[src/rtl/bp_mem_cmd_arbiter_if.sv]
// ============================================================================
// Module   : bp_mem_cmd_arbiter_if
// Purpose  : Requester-side and memory-side command/response bundle for the
//            memory command arbiter.
// Revision : 1.0 - initial release
// ============================================================================
`default_nettype none

interface bp_mem_cmd_arbiter_if #(
    parameter int num_req_p   = 2,
    parameter int msg_width_p = 64
);
    logic [num_req_p*msg_width_p-1:0] mem_cmd_i;
    logic [num_req_p-1:0]             mem_cmd_v_i;
    logic [num_req_p-1:0]             mem_cmd_ready_o;
    logic [msg_width_p-1:0]           mem_cmd_o;
    logic                             mem_cmd_v_o;
    logic                             mem_cmd_ready_i;
    logic [msg_width_p-1:0]           mem_resp_i;
    logic                             mem_resp_v_i;
    logic                             mem_resp_yumi_o;
    logic [msg_width_p-1:0]           mem_resp_o;
    logic [num_req_p-1:0]             mem_resp_v_o;
    logic [num_req_p-1:0]             mem_resp_yumi_i;
    logic                             err_o;

    // The arbiter itself sits on the slave side of this bundle.
    modport slave (
        input  mem_cmd_i, mem_cmd_v_i, mem_cmd_ready_i,
               mem_resp_i, mem_resp_v_i, mem_resp_yumi_i,
        output mem_cmd_ready_o, mem_cmd_o, mem_cmd_v_o,
               mem_resp_yumi_o, mem_resp_o, mem_resp_v_o, err_o
    );

    modport master (
        output mem_cmd_i, mem_cmd_v_i, mem_cmd_ready_i,
               mem_resp_i, mem_resp_v_i, mem_resp_yumi_i,
        input  mem_cmd_ready_o, mem_cmd_o, mem_cmd_v_o,
               mem_resp_yumi_o, mem_resp_o, mem_resp_v_o, err_o
    );
endinterface

`default_nettype wire

[src/rtl/bp_mem_cmd_arbiter.sv]
// ============================================================================
// Module   : bp_mem_cmd_arbiter
// Purpose  : Round-robin sharing of one memory command/response channel with
//            in-order response steering via an ID tracker FIFO.
//            Define BP_MEM_ARB_FIXED_PRIO_EN for lowest-index fixed priority.
// Revision : 1.0 - initial release
// ============================================================================
`default_nettype none

module bp_mem_cmd_arbiter #(
    parameter int num_req_p     = 2,
    parameter int msg_width_p   = 64,
    parameter int outstanding_p = 4
) (
    input wire                  clk_i,
    input wire                  reset_n_i,
    bp_mem_cmd_arbiter_if.slave bus
);
    localparam int lg_req_lp = (num_req_p > 1) ? $clog2(num_req_p) : 1;
    localparam int lg_out_lp = (outstanding_p > 1) ? $clog2(outstanding_p) : 1;
    localparam int cnt_w_lp  = $clog2(outstanding_p + 1);

    logic [msg_width_p-1:0] cmd_q;
    logic                   cmd_v_q;
    logic [cnt_w_lp-1:0]    count_q;
    logic [lg_out_lp-1:0]   wptr_q;
    logic [lg_out_lp-1:0]   rptr_q;
    logic                   err_q;
    logic [lg_req_lp-1:0]   ids_q [outstanding_p];
`ifndef BP_MEM_ARB_FIXED_PRIO_EN
    logic [lg_req_lp-1:0]   last_q;
`endif

    logic [lg_req_lp-1:0] grant_id;
    logic                 any_v;
    logic                 tracker_full;
    logic                 can_accept;
    logic                 accept;
    logic                 drain;
    logic [lg_req_lp-1:0] head_id;
    logic                 have_entry;
    logic                 resp_v_eff;
    logic                 pop;
    logic                 orphan;

    function automatic logic [lg_out_lp-1:0] ptr_inc(input logic [lg_out_lp-1:0] p);
        return (p == lg_out_lp'(outstanding_p - 1)) ? '0 : p + 1'b1;
    endfunction

    // Descending loop so the lowest search offset is the final assignment.
    always_comb begin
        grant_id = '0;
        any_v    = 1'b0;
`ifdef BP_MEM_ARB_FIXED_PRIO_EN
        for (int i = num_req_p - 1; i >= 0; i--) begin
            if (bus.mem_cmd_v_i[i]) begin
                grant_id = lg_req_lp'(i);
                any_v    = 1'b1;
            end
        end
`else
        for (int off = num_req_p; off >= 1; off--) begin
            if (bus.mem_cmd_v_i[(int'(last_q) + off) % num_req_p]) begin
                grant_id = lg_req_lp'((int'(last_q) + off) % num_req_p);
                any_v    = 1'b1;
            end
        end
`endif
    end

    assign tracker_full = (count_q == cnt_w_lp'(outstanding_p));
    assign can_accept   = (~cmd_v_q | bus.mem_cmd_ready_i) & ~tracker_full;
    assign accept       = any_v & can_accept & reset_n_i;
    assign drain        = cmd_v_q & bus.mem_cmd_ready_i;

    assign head_id    = ids_q[rptr_q];
    assign have_entry = (count_q != '0);
    assign resp_v_eff = bus.mem_resp_v_i & reset_n_i;
    assign pop        = resp_v_eff & have_entry & bus.mem_resp_yumi_i[head_id];
    assign orphan     = resp_v_eff & ~have_entry;

    assign bus.mem_cmd_ready_o = accept ? (num_req_p'(1) << grant_id) : '0;
    assign bus.mem_cmd_o       = reset_n_i ? cmd_q : '0;
    assign bus.mem_cmd_v_o     = cmd_v_q & reset_n_i;
    assign bus.mem_resp_o      = reset_n_i ? bus.mem_resp_i : '0;
    assign bus.mem_resp_v_o    = (resp_v_eff & have_entry) ? (num_req_p'(1) << head_id) : '0;
    assign bus.mem_resp_yumi_o = pop | orphan;
    assign bus.err_o           = err_q & reset_n_i;

    always_ff @(posedge clk_i) begin
        if (!reset_n_i) begin
            cmd_q   <= '0;
            cmd_v_q <= 1'b0;
            count_q <= '0;
            wptr_q  <= '0;
            rptr_q  <= '0;
            err_q   <= 1'b0;
`ifndef BP_MEM_ARB_FIXED_PRIO_EN
            last_q  <= lg_req_lp'(num_req_p - 1);
`endif
        end else begin
            if (accept) begin
                cmd_q   <= bus.mem_cmd_i[grant_id*msg_width_p +: msg_width_p];
                cmd_v_q <= 1'b1;
                wptr_q  <= ptr_inc(wptr_q);
`ifndef BP_MEM_ARB_FIXED_PRIO_EN
                last_q  <= grant_id;
`endif
            end else if (drain) begin
                cmd_v_q <= 1'b0;
            end
            if (pop) begin
                rptr_q <= ptr_inc(rptr_q);
            end
            if (accept && !pop) begin
                count_q <= count_q + 1'b1;
            end else if (!accept && pop) begin
                count_q <= count_q - 1'b1;
            end
            if (orphan) begin
                err_q <= 1'b1;
            end
        end
    end

    // ID storage needs no reset: an entry is only read once count covers it.
    always_ff @(posedge clk_i) begin
        if (accept) begin
            ids_q[wptr_q] <= grant_id;
        end
    end

endmodule

`default_nettype wire

[src/flat_wrapper.sv]
// flat-port wrapper written by rule: the top's interface ports become plain ports
module bp_mem_cmd_arbiter_flat 
#(
    parameter int num_req_p     = 2,
    parameter int msg_width_p   = 64,
    parameter int outstanding_p = 4
)
  (clk_i, reset_n_i, bus_mem_cmd_i, bus_mem_cmd_v_i, bus_mem_cmd_ready_i, bus_mem_resp_i, bus_mem_resp_v_i, bus_mem_resp_yumi_i, bus_mem_cmd_ready_o, bus_mem_cmd_o, bus_mem_cmd_v_o, bus_mem_resp_yumi_o, bus_mem_resp_o, bus_mem_resp_v_o, bus_err_o);
  bp_mem_cmd_arbiter_if #(.num_req_p(num_req_p), .msg_width_p(msg_width_p)) bus_i ();
  input wire clk_i;
  input wire reset_n_i;
  input wire logic [$bits(bus_i.mem_cmd_i)-1:0] bus_mem_cmd_i;
  input wire logic [$bits(bus_i.mem_cmd_v_i)-1:0] bus_mem_cmd_v_i;
  input wire logic [$bits(bus_i.mem_cmd_ready_i)-1:0] bus_mem_cmd_ready_i;
  input wire logic [$bits(bus_i.mem_resp_i)-1:0] bus_mem_resp_i;
  input wire logic [$bits(bus_i.mem_resp_v_i)-1:0] bus_mem_resp_v_i;
  input wire logic [$bits(bus_i.mem_resp_yumi_i)-1:0] bus_mem_resp_yumi_i;
  output wire logic [$bits(bus_i.mem_cmd_ready_o)-1:0] bus_mem_cmd_ready_o;
  output wire logic [$bits(bus_i.mem_cmd_o)-1:0] bus_mem_cmd_o;
  output wire logic [$bits(bus_i.mem_cmd_v_o)-1:0] bus_mem_cmd_v_o;
  output wire logic [$bits(bus_i.mem_resp_yumi_o)-1:0] bus_mem_resp_yumi_o;
  output wire logic [$bits(bus_i.mem_resp_o)-1:0] bus_mem_resp_o;
  output wire logic [$bits(bus_i.mem_resp_v_o)-1:0] bus_mem_resp_v_o;
  output wire logic [$bits(bus_i.err_o)-1:0] bus_err_o;
  assign bus_i.mem_cmd_i = bus_mem_cmd_i;
  assign bus_i.mem_cmd_v_i = bus_mem_cmd_v_i;
  assign bus_i.mem_cmd_ready_i = bus_mem_cmd_ready_i;
  assign bus_i.mem_resp_i = bus_mem_resp_i;
  assign bus_i.mem_resp_v_i = bus_mem_resp_v_i;
  assign bus_i.mem_resp_yumi_i = bus_mem_resp_yumi_i;
  assign bus_mem_cmd_ready_o = bus_i.mem_cmd_ready_o;
  assign bus_mem_cmd_o = bus_i.mem_cmd_o;
  assign bus_mem_cmd_v_o = bus_i.mem_cmd_v_o;
  assign bus_mem_resp_yumi_o = bus_i.mem_resp_yumi_o;
  assign bus_mem_resp_o = bus_i.mem_resp_o;
  assign bus_mem_resp_v_o = bus_i.mem_resp_v_o;
  assign bus_err_o = bus_i.err_o;
  bp_mem_cmd_arbiter #(.num_req_p(num_req_p), .msg_width_p(msg_width_p), .outstanding_p(outstanding_p)) u_core (.clk_i(clk_i), .reset_n_i(reset_n_i), .bus(bus_i));
endmodule
[config.mk]
export PLATFORM = sky130hd
export DESIGN_NAME = bp_mem_cmd_arbiter_flat
export DESIGN_NICKNAME = d
export VERILOG_FILES = /design/src/rtl/bp_mem_cmd_arbiter_if.sv /design/src/rtl/bp_mem_cmd_arbiter.sv /design/src/flat_wrapper.sv
export SDC_FILE = /design/constraint.sdc
export NUM_CORES = 1
export LEC_CHECK = 0
export BUFFER_PORTS_ARGS = -buffer_cell sky130_fd_sc_hd__buf_2
export CORE_AREA = 2 2 129 131
export DETAILED_ROUTE_END_ITERATION = 8
export DIE_AREA = 0 0 131 133
export PLACE_DENSITY_LB_ADDON = 0.08
export SETUP_SLACK_MARGIN = 0.05
export SLEW_MARGIN = 15
export SYNTH_ARGS = -nofsm -noshare
export SYNTH_HDL_FRONTEND = slang
export SYNTH_SLANG_ARGS = --single-unit
export TNS_END_PERCENT = 5
[constraint.sdc]
create_clock -name clk_i -period 5.2 [get_ports clk_i]
set_input_delay 1.04 -clock clk_i [delete_from_list [all_inputs] [get_ports clk_i]]
set_output_delay 1.04 -clock clk_i [all_outputs]
set_load 0.01 [all_outputs]
# [Yosys cells after proc, flatten, opt, wreduce, memory -nomap -nowiden]
# Memories as Yosys holds them, arrays and structs flattened. A register that Yosys moved wholly into a read port is not among the register bits.
# Cells that the tools add are included.
[word_totals] elab_cells=73 ff_bits=74 out_inout_bits=135 in_bits=200 memories=1 mem_bits_rw=4
[memory_table] memory="u_core.ids_q" depth=4 word_bits=1 rd=1 rd_clocked_by_memory_dff=1 write_ports=1 line="bp_mem_cmd_arbiter.sv:29" text="logic [lg_req_lp-1:0] ids_q [outstanding_p];"
[classes] muxes=26 n_lt_le_gt_ge=3 add_sub_neg=6 n_bitwise=17 n_eq_ne=3 shifts=3 n_reduce_logical=7
[op_table] cell="$mux 64" n=2
[op_table] cell="$shiftx 128x8->64" n=1
[op_table] cell="$mux 1" n=16
[op_table] cell="$mux 2" n=6
[op_table] cell="$and 1x1->1" n=10
[op_table] cell="$lt 2x3->1 const B" n=2
[op_table] cell="$mux 3" n=2
[op_table] cell="$add 2x1->2 const B" n=2
[op_table] cell="$eq 2x2->1 const B" n=2
[op_table] cell="$reduce_bool 2->1" n=2
[op_table] cell="$shl 1x1->2 const A" n=2
[op_table] cell="$add 3x1->3 const B" n=1
[op_table] cell="$eq 3x3->1 const B" n=1
[op_table] cell="$not 1->1" n=3
[op_table] cell="$reduce_bool 3->1" n=1
[op_table] cell="$sub 3x1->3 const B" n=1
[op_table] cell="$add 1x1->1 const B" n=2
[op_table] cell="$and 1x1->1 const A" n=2
[op_table] cell="$logic_and 1x1->1" n=2
[op_table] cell="$logic_not 1->1" n=2
[op_table] cell="$lt 1x2->1 const B" n=1
[op_table] cell="$or 1x1->1" n=2

# [Logic depth before layout (Yosys ltp)]
# Gate-level depths: netlist of run 1.
[depth] ltp_word=13 ltp_mapped=10 mapped_depth_nobuf=9

# [Worst setup path before layout of run 1]
# OpenSTA, ideal clock, no wires.
[synth_path] path_type="input to output" startpoint="in reset_n_i" endpoint="out bus_mem_resp_yumi_o" required_time_ps=4160 arrival_time_ps=2012 n_path_buf=3 path_stages=4 setup_slack_ps=2148 path_cell_list="clkbuf_1 -> clkbuf_1 -> clkbuf_1 -> o211a_1"
[synth_via] elab_chain_len=4 word_cells_on_any_way=5 classes_between="bitwise: 5"
[synth_rtl] item="start, declared" line="flat_wrapper.sv:11" text="input wire reset_n_i;"
[synth_rtl] item="$and 1x1->1 (*)" line="bp_mem_cmd_arbiter.sv:78" text="assign resp_v_eff = bus.mem_resp_v_i & reset_n_i;"
[synth_rtl] item="$and 1x1->1 (2 in a row)" line="bp_mem_cmd_arbiter.sv:79" text="assign pop = resp_v_eff & have_entry & bus.mem_resp_yumi_i[head_id];"
[synth_rtl] item="$or 1x1->1 (*)" line="bp_mem_cmd_arbiter.sv:87" text="assign bus.mem_resp_yumi_o = pop | orphan;"
[synth_rtl] item="end, declared" line="flat_wrapper.sv:21" text="output wire logic [$bits(bus_i.mem_resp_yumi_o)-1:0] bus_mem_resp_yumi_o;"
# Every way passes the cells marked *; elsewhere a longest branch is shown, timed or not.

# [Final worst setup path of run 1]
[layout_path] startpoint="in reset_n_i" endpoint="out bus_mem_cmd_o[33]"
[layout_via] elab_chain_len=1
[layout_rtl] item="$mux 64" line="bp_mem_cmd_arbiter.sv:83" text="assign bus.mem_cmd_o = reset_n_i ? cmd_q : '0;"
[layout_rtl] item="end, declared" line="flat_wrapper.sv:19" text="output wire logic [$bits(bus_i.mem_cmd_o)-1:0] bus_mem_cmd_o;"
# No other way between the ends.

==> impl_metrics.ini, run 1 <==
[outcome]
outcome = finished clean

[worst_setup_path]
crit_required_ps = 4160
ff2ff_path_depth = 9
critPathMaxFanout = 63
crit_start = reset_n_i
worstSetupPathType = in -> out
worstPathArrival_ps = 2290
critPathLaunchType = input pin
cp-end-kind = output pin

[yosys]
ys.warnings.count = 0
yosys.area_share.simple_pct = 26.1
synthArstFlopShare_pct = 0
syn-mean-instance-area_sq_um = 9.30
yosys_most_used_dff = dfxtp_1
syn-instance-count = 504
ys_ff_latch = 80
synth_fa_ha_area_share_pct = 2.03
synth.distinct_cells = 33
synth_top_family_by_area = simple AND/OR/NAND/NOR gates
synthMuxAreaShare_pct = 15.2
netlist_area_sq_um = 4690
seq_area_frac_synth_pct = 35.0
synth_xor_area_share_pct = 0.374
synth-compound-area-share_pct = 15.7
synth_nets = 711
synth-edff-count = 4

[clock_tree]
clkLatencyLatePin_ps = 330
cts_buffers = 9
post-cts-setup-buffer-count = 0
cts_tree = done
clk_pin_slew_ps = 50
h-tree-depth = 3
cts_buffer_depth = 2
clockRootBuffer = clkbuf_16
hold_buffers = 0
cts-resized-gates = 0
cts.sinks = 80

[timing]
finClkSkew_ps = 4.11
tns_ps = 0
rsz0062_at_grt = false
fin_crit_ps = 3330
max_slew_margin_pct = 52.8
setup_ws_ps = 1870
min_period_over_period_pct = 64.1
fin_hold_ws_ps = 490
slew_viol_final = 0
fmax_mhz = 300
finalSetupViolCount = 0
hold_viol_final = 0
tightestPinTransition_ps = 708

[detailed_routing]
drc = 0
first_iter_violations = 114
ant_nets = 0
vias_per_cell = 4.42
via_count = 4574
drtPass1Iterations = 5
totalWireLength_um = 14900
wl_per_cell_um = 14.4

[global_route]
grt.total_usage_pct = 15.9
grt_max_degree = 97
grt_pass1_vias = 4495
antenna_found_initial = 1
grt_overflow = 0
grt_pass1_wl_um = 21800

[die]
rows = 47
ios = 335
start_util_pct = 29.0
die_area_sq_um = 17400
die_y_um = 133
core_sq_um = 16200
dieWidth_um = 131

[pwr]
comb_power_share_pct = 32.6
swShare_pct = 31.1
switchingPower_uw = 672
p_int_uw = 1490
clockPowerShare_pct = 29.2
powerDensity_nw_per_um2 = 319
irDropWorstVdd_uv = 136
pwr-share-seq_pct = 38.1
p_leak_uw = 0.00401

[place]
dpl.hpwl_um = 11400
dp_slack_ps = 1860
port_buffers = 334
dp.cells = 1017
gp_congestion = 0.769

[layout]
drive_gt1_share_pct = 44.3
areaGrowthSynthToFinish_pct = 44.4
nNetsFinal = 1015
n_fill_cell = 1678
postLayoutCoreUtil_pct = 41.8
fin_cells = 1034

[worst_hold_path]
hold_start = u_core.err_q$_SDFFE_PN0P_
holdCritPathClass = reg -> reg
hold_depth = 2

[flow_run]
drv_cap = 0
cell families (layout without fill, tap and decap cells):
group | after synthesis | after routing
muxes | 70 | 70
AOI/OAI and AO/OA | 75 | 75
and+or+nand+nor | 220 | 220
other | 0 | 1
buffers and inverters | 50 | 359
DFF | 80 | 80
adders and majority gates | 7 | 7
xor gates and xnor gates | 2 | 2
final cells by class:
class	count	area [sq um]	share of cell area, %
Timing Repair Buffer	339	1740	25.7
Antenna cell	1	2.50	0.0370
Multi-Input combinational cell	374	2800	41.3
Inverter	4	15.0	0.222
Clock inverter	3	40.0	0.592
Clock buffer	13	260	3.85
Sequential cell	80	1640	24.3
Tap cell	220	275	4.07
worst paths after layout:
path | to | slack (ps)
hold / removal | u_core.err_q$_SDFFE_PN0P_ | 490
setup reg to reg | u_core.count_q[2]$_SDFFE_PN0P_ | 2580
hold reg to reg | u_core.err_q$_SDFFE_PN0P_ | 490
setup / recovery | bus_mem_cmd_o[33] | 1870
flip-flops by register name, summed over array words and instances, names as in the netlist, named ones only:
name and flops:
u_core.cmd_q 64, u_core.cmd_v_q 1, u_core.count_q 3, u_core.err_q 1
u_core.ids_q 4, u_core.last_q 1, u_core.rptr_q 2, u_core.wptr_q 2
critical path: stages:
cell and delay (ps):
buf_4 420, buf_4 460, and2_1 190, buf_2 130
layout by cell type, fill, tap and decap left out, types with 3 or more instances in the layout:
cell       instances
nor2_1             3
mux2i_1           68
nor2b_1            7
o211a_1           65
edfxtp_1           4
inv_1              4
and2_1           137
dfxtp_1           76
ha_1               6
nand2_1           65
clkbuf_16          9
buf_4              4
buf_2            333
synth_stat cells (2+ instances only):
master	count	area, sq um
a21boi_0	2	15.0
nand4_1	2	12.5
a21oi_1	2	10.0
buf_2	6	30.0
buf_4	15	113
ha_1	6	75.1
edfxtp_1	4	120
nor2_1	3	11.3
mux2i_1	68	681
inv_1	4	15.0
nand2_1	65	244
dfxtp_1	76	1520
o211a_1	65	651
clkbuf_1	24	90.1
and2_1	137	857
o21ai_0	2	10.0
nor2b_1	7	43.8
metal layers:
layer | share of wire (%) | wire [um] | track usage [%]
met1 | 38 | 5590 | 16.3
met2 | 53 | 7820 | 30.7
met3 | 7.9 | 1180 | 3.32
met4 | 1.8 | 274 | 6.26
met5 | 0 | 0 | 0
through the flow:
| stage | instance area, sq um | power [uW] |
|---|---|---|
| final | 6770 | 2160 |
| after CTS | 6770 | 2200 |
| after detailed placement | 6460 | 1550 |
| after global placement | 6460 | 1530 |
| after global routing | 6770 | 2310 |
| after floorplan | 4690 | 1320 |
power by group through the flow:
stage	Sequential, uW	Clock, uW	Combinational, uW
2_1_floorplan	811	0	506
3_3_place_gp	833	0	699
3_5_place_dp	834	0	713
4_1_cts	824	659	720
5_1_grt	841	686	785
6_report	823	631	704
Note: power is estimated with default switching activity, not from simulation.
==> inputs of run 2 (changes only) <==
- CORE_AREA: 2 2 129 131 -> 2 2 128 130
- DIE_AREA: 0 0 131 133 -> 0 0 130 132
- clock period: 5.2 -> 3 ns (I/O delays scaled with it)
==> impl_metrics.ini, run 2 (synthesized netlist as in run 1, its figures left out) <==
[clock_tree]
cts_buffer_depth = 2
h-tree-depth = 3
cts_buffers = 9
clk_pin_slew_ps = 60
cts.sinks = 80
cts_tree = done
cts-resized-gates = 0
clockRootBuffer = clkbuf_16
clkLatencyLatePin_ps = 330
hold_buffers = 0
post-cts-setup-buffer-count = 0

[global_route]
grt_pass1_wl_um = 22600
use_met1_pct = 17.7
antenna_found_initial = 1
met2_usage_pct = 30.7
met3_usage_pct = 5.93
grt.total_usage_pct = 16.6
grt_overflow = 0
grt_pass1_vias = 4509
top_usage_layer = met2
grt_max_degree = 206

[layout]
largest_reg_flops = 64
nNetsFinal = 1017
areaGrowthSynthToFinish_pct = 44.4
drive_gt1_share_pct = 44.0
final_cell_mix = buf_2, and2_1, dfxtp_1, mux2i_1
n_antenna_cell = 0
fin_area_sq_um = 6770
final_common_cell = buf_2
regMostFlops = u_core.cmd_q
reg.largest.list = u_core.cmd_q x64, u_core.ids_q x4, u_core.count_q x3

[timing]
max_slew_margin_pct = 54.7
tightestPinTransition_ps = 679
hold_viol_final = 0
finalSetupViolCount = 0
min_period_over_period_pct = 86.9
tns_ps = 0
finClkSkew_ps = 5.66
fin_crit_ps = 2610
rsz0062_at_grt = false
fmax_mhz = 384
slew_viol_final = 0

[worst_setup_path]
critPathLaunchType = flop
critPathMaxFanout = 5
cp-end-kind = flop
crit_required_ps = 3260
worstSetupPathType = reg -> reg
worstPathArrival_ps = 2870

[die]
core_sq_um = 15700
start_util_pct = 29.8
die_area_sq_um = 17200
die_y_um = 132
ios = 335
dieWidth_um = 130
rows = 46

[detailed_routing]
ant_nets = 0
via_count = 4575
first_iter_violations = 133
vias_per_cell = 4.44
totalWireLength_um = 15000
wl_per_cell_um = 14.5
drc = 0
drtPass1Iterations = 4

[pwr]
powerDensity_nw_per_um2 = 548
p_leak_uw = 0.00401
irDropWorstVdd_uv = 329

[outcome]
outcome = finished clean

[place]
dpl_cell_area_sq_um = 6490
dpl.hpwl_um = 11400
port_buffers = 334
gp_congestion = 0.808

[worst_hold_path]
holdCritPathClass = reg -> reg

[flow_run]
drv_cap = 0
-- run 2: cell types whose count changed in the layout (fill, tap and decap cells not counted), sizes merged --
cell / delta
buf: +2
clkbuf: -3
clkinv: +3
diode: -1
-- run 2: area by class of cell --
type / count / area, sq um
Clock inverter: 6 / 50.0
Multi-Input combinational cell: 374 / 2800
Clock buffer: 10 / 229
Inverter: 4 / 15.0
Fill cell: 1611 / 8950
Tap cell: 216 / 270
Sequential cell: 80 / 1640
Timing Repair Buffer: 341 / 1760
-- run 2: worst paths after layout --
path	start	end	slack [ps]	depth (start not counted)
min reg2reg	u_core.cmd_q[23]$_SDFFE_PN0P_	u_core.cmd_q[23]$_SDFFE_PN0P_	490	1
min	u_core.cmd_q[23]$_SDFFE_PN0P_	u_core.cmd_q[23]$_SDFFE_PN0P_	490	1
max reg2reg	u_core.ids_q[3]$_DFFE_PP_	u_core.count_q[2]$_SDFFE_PN0P_	390	9
max	u_core.ids_q[3]$_DFFE_PP_	u_core.count_q[2]$_SDFFE_PN0P_	390	9
-- run 2: through the flow --
stage / utilization, % / hold WS (ps) / worst slack, ps / power (uW) / std cells
after floorplan: - / 436 / 481 / 2280 / 504
after global placement: 41.3 / 464 / 415 / 2670 / 1015
after detailed placement: 41.3 / 478 / 345 / 2700 / 1015
after CTS: 43.1 / 493 / 392 / 3780 / 1031
after global routing: 43.1 / 505 / 235 / 3980 / 1031
final: 43.1 / 486 / 394 / 3710 / 1031
-- run 2: per-layer routing --
layer,vias up,wire (um)
met5,-,7
met4,2,210
met3,16,1260
met2,181,7490
met1,2059,6020
li1,2317,-
-- run 2: power by group --
part	switching [uW]	internal, uW	leakage [uW]
Clock	417	632	0.000136
Combinational	639	603	0.00321
Sequential	122	1300	0.000669
-- run 2: critical path, cell delays in order (launching register included) --
cell      delay, ps
edfxtp_1        360
mux4_2          530
nand3_1         150
and2_4          180
ha_1            200
inv_1            80
fa_1            430
xor2_1          150
or3_1           300
a21boi_0        160
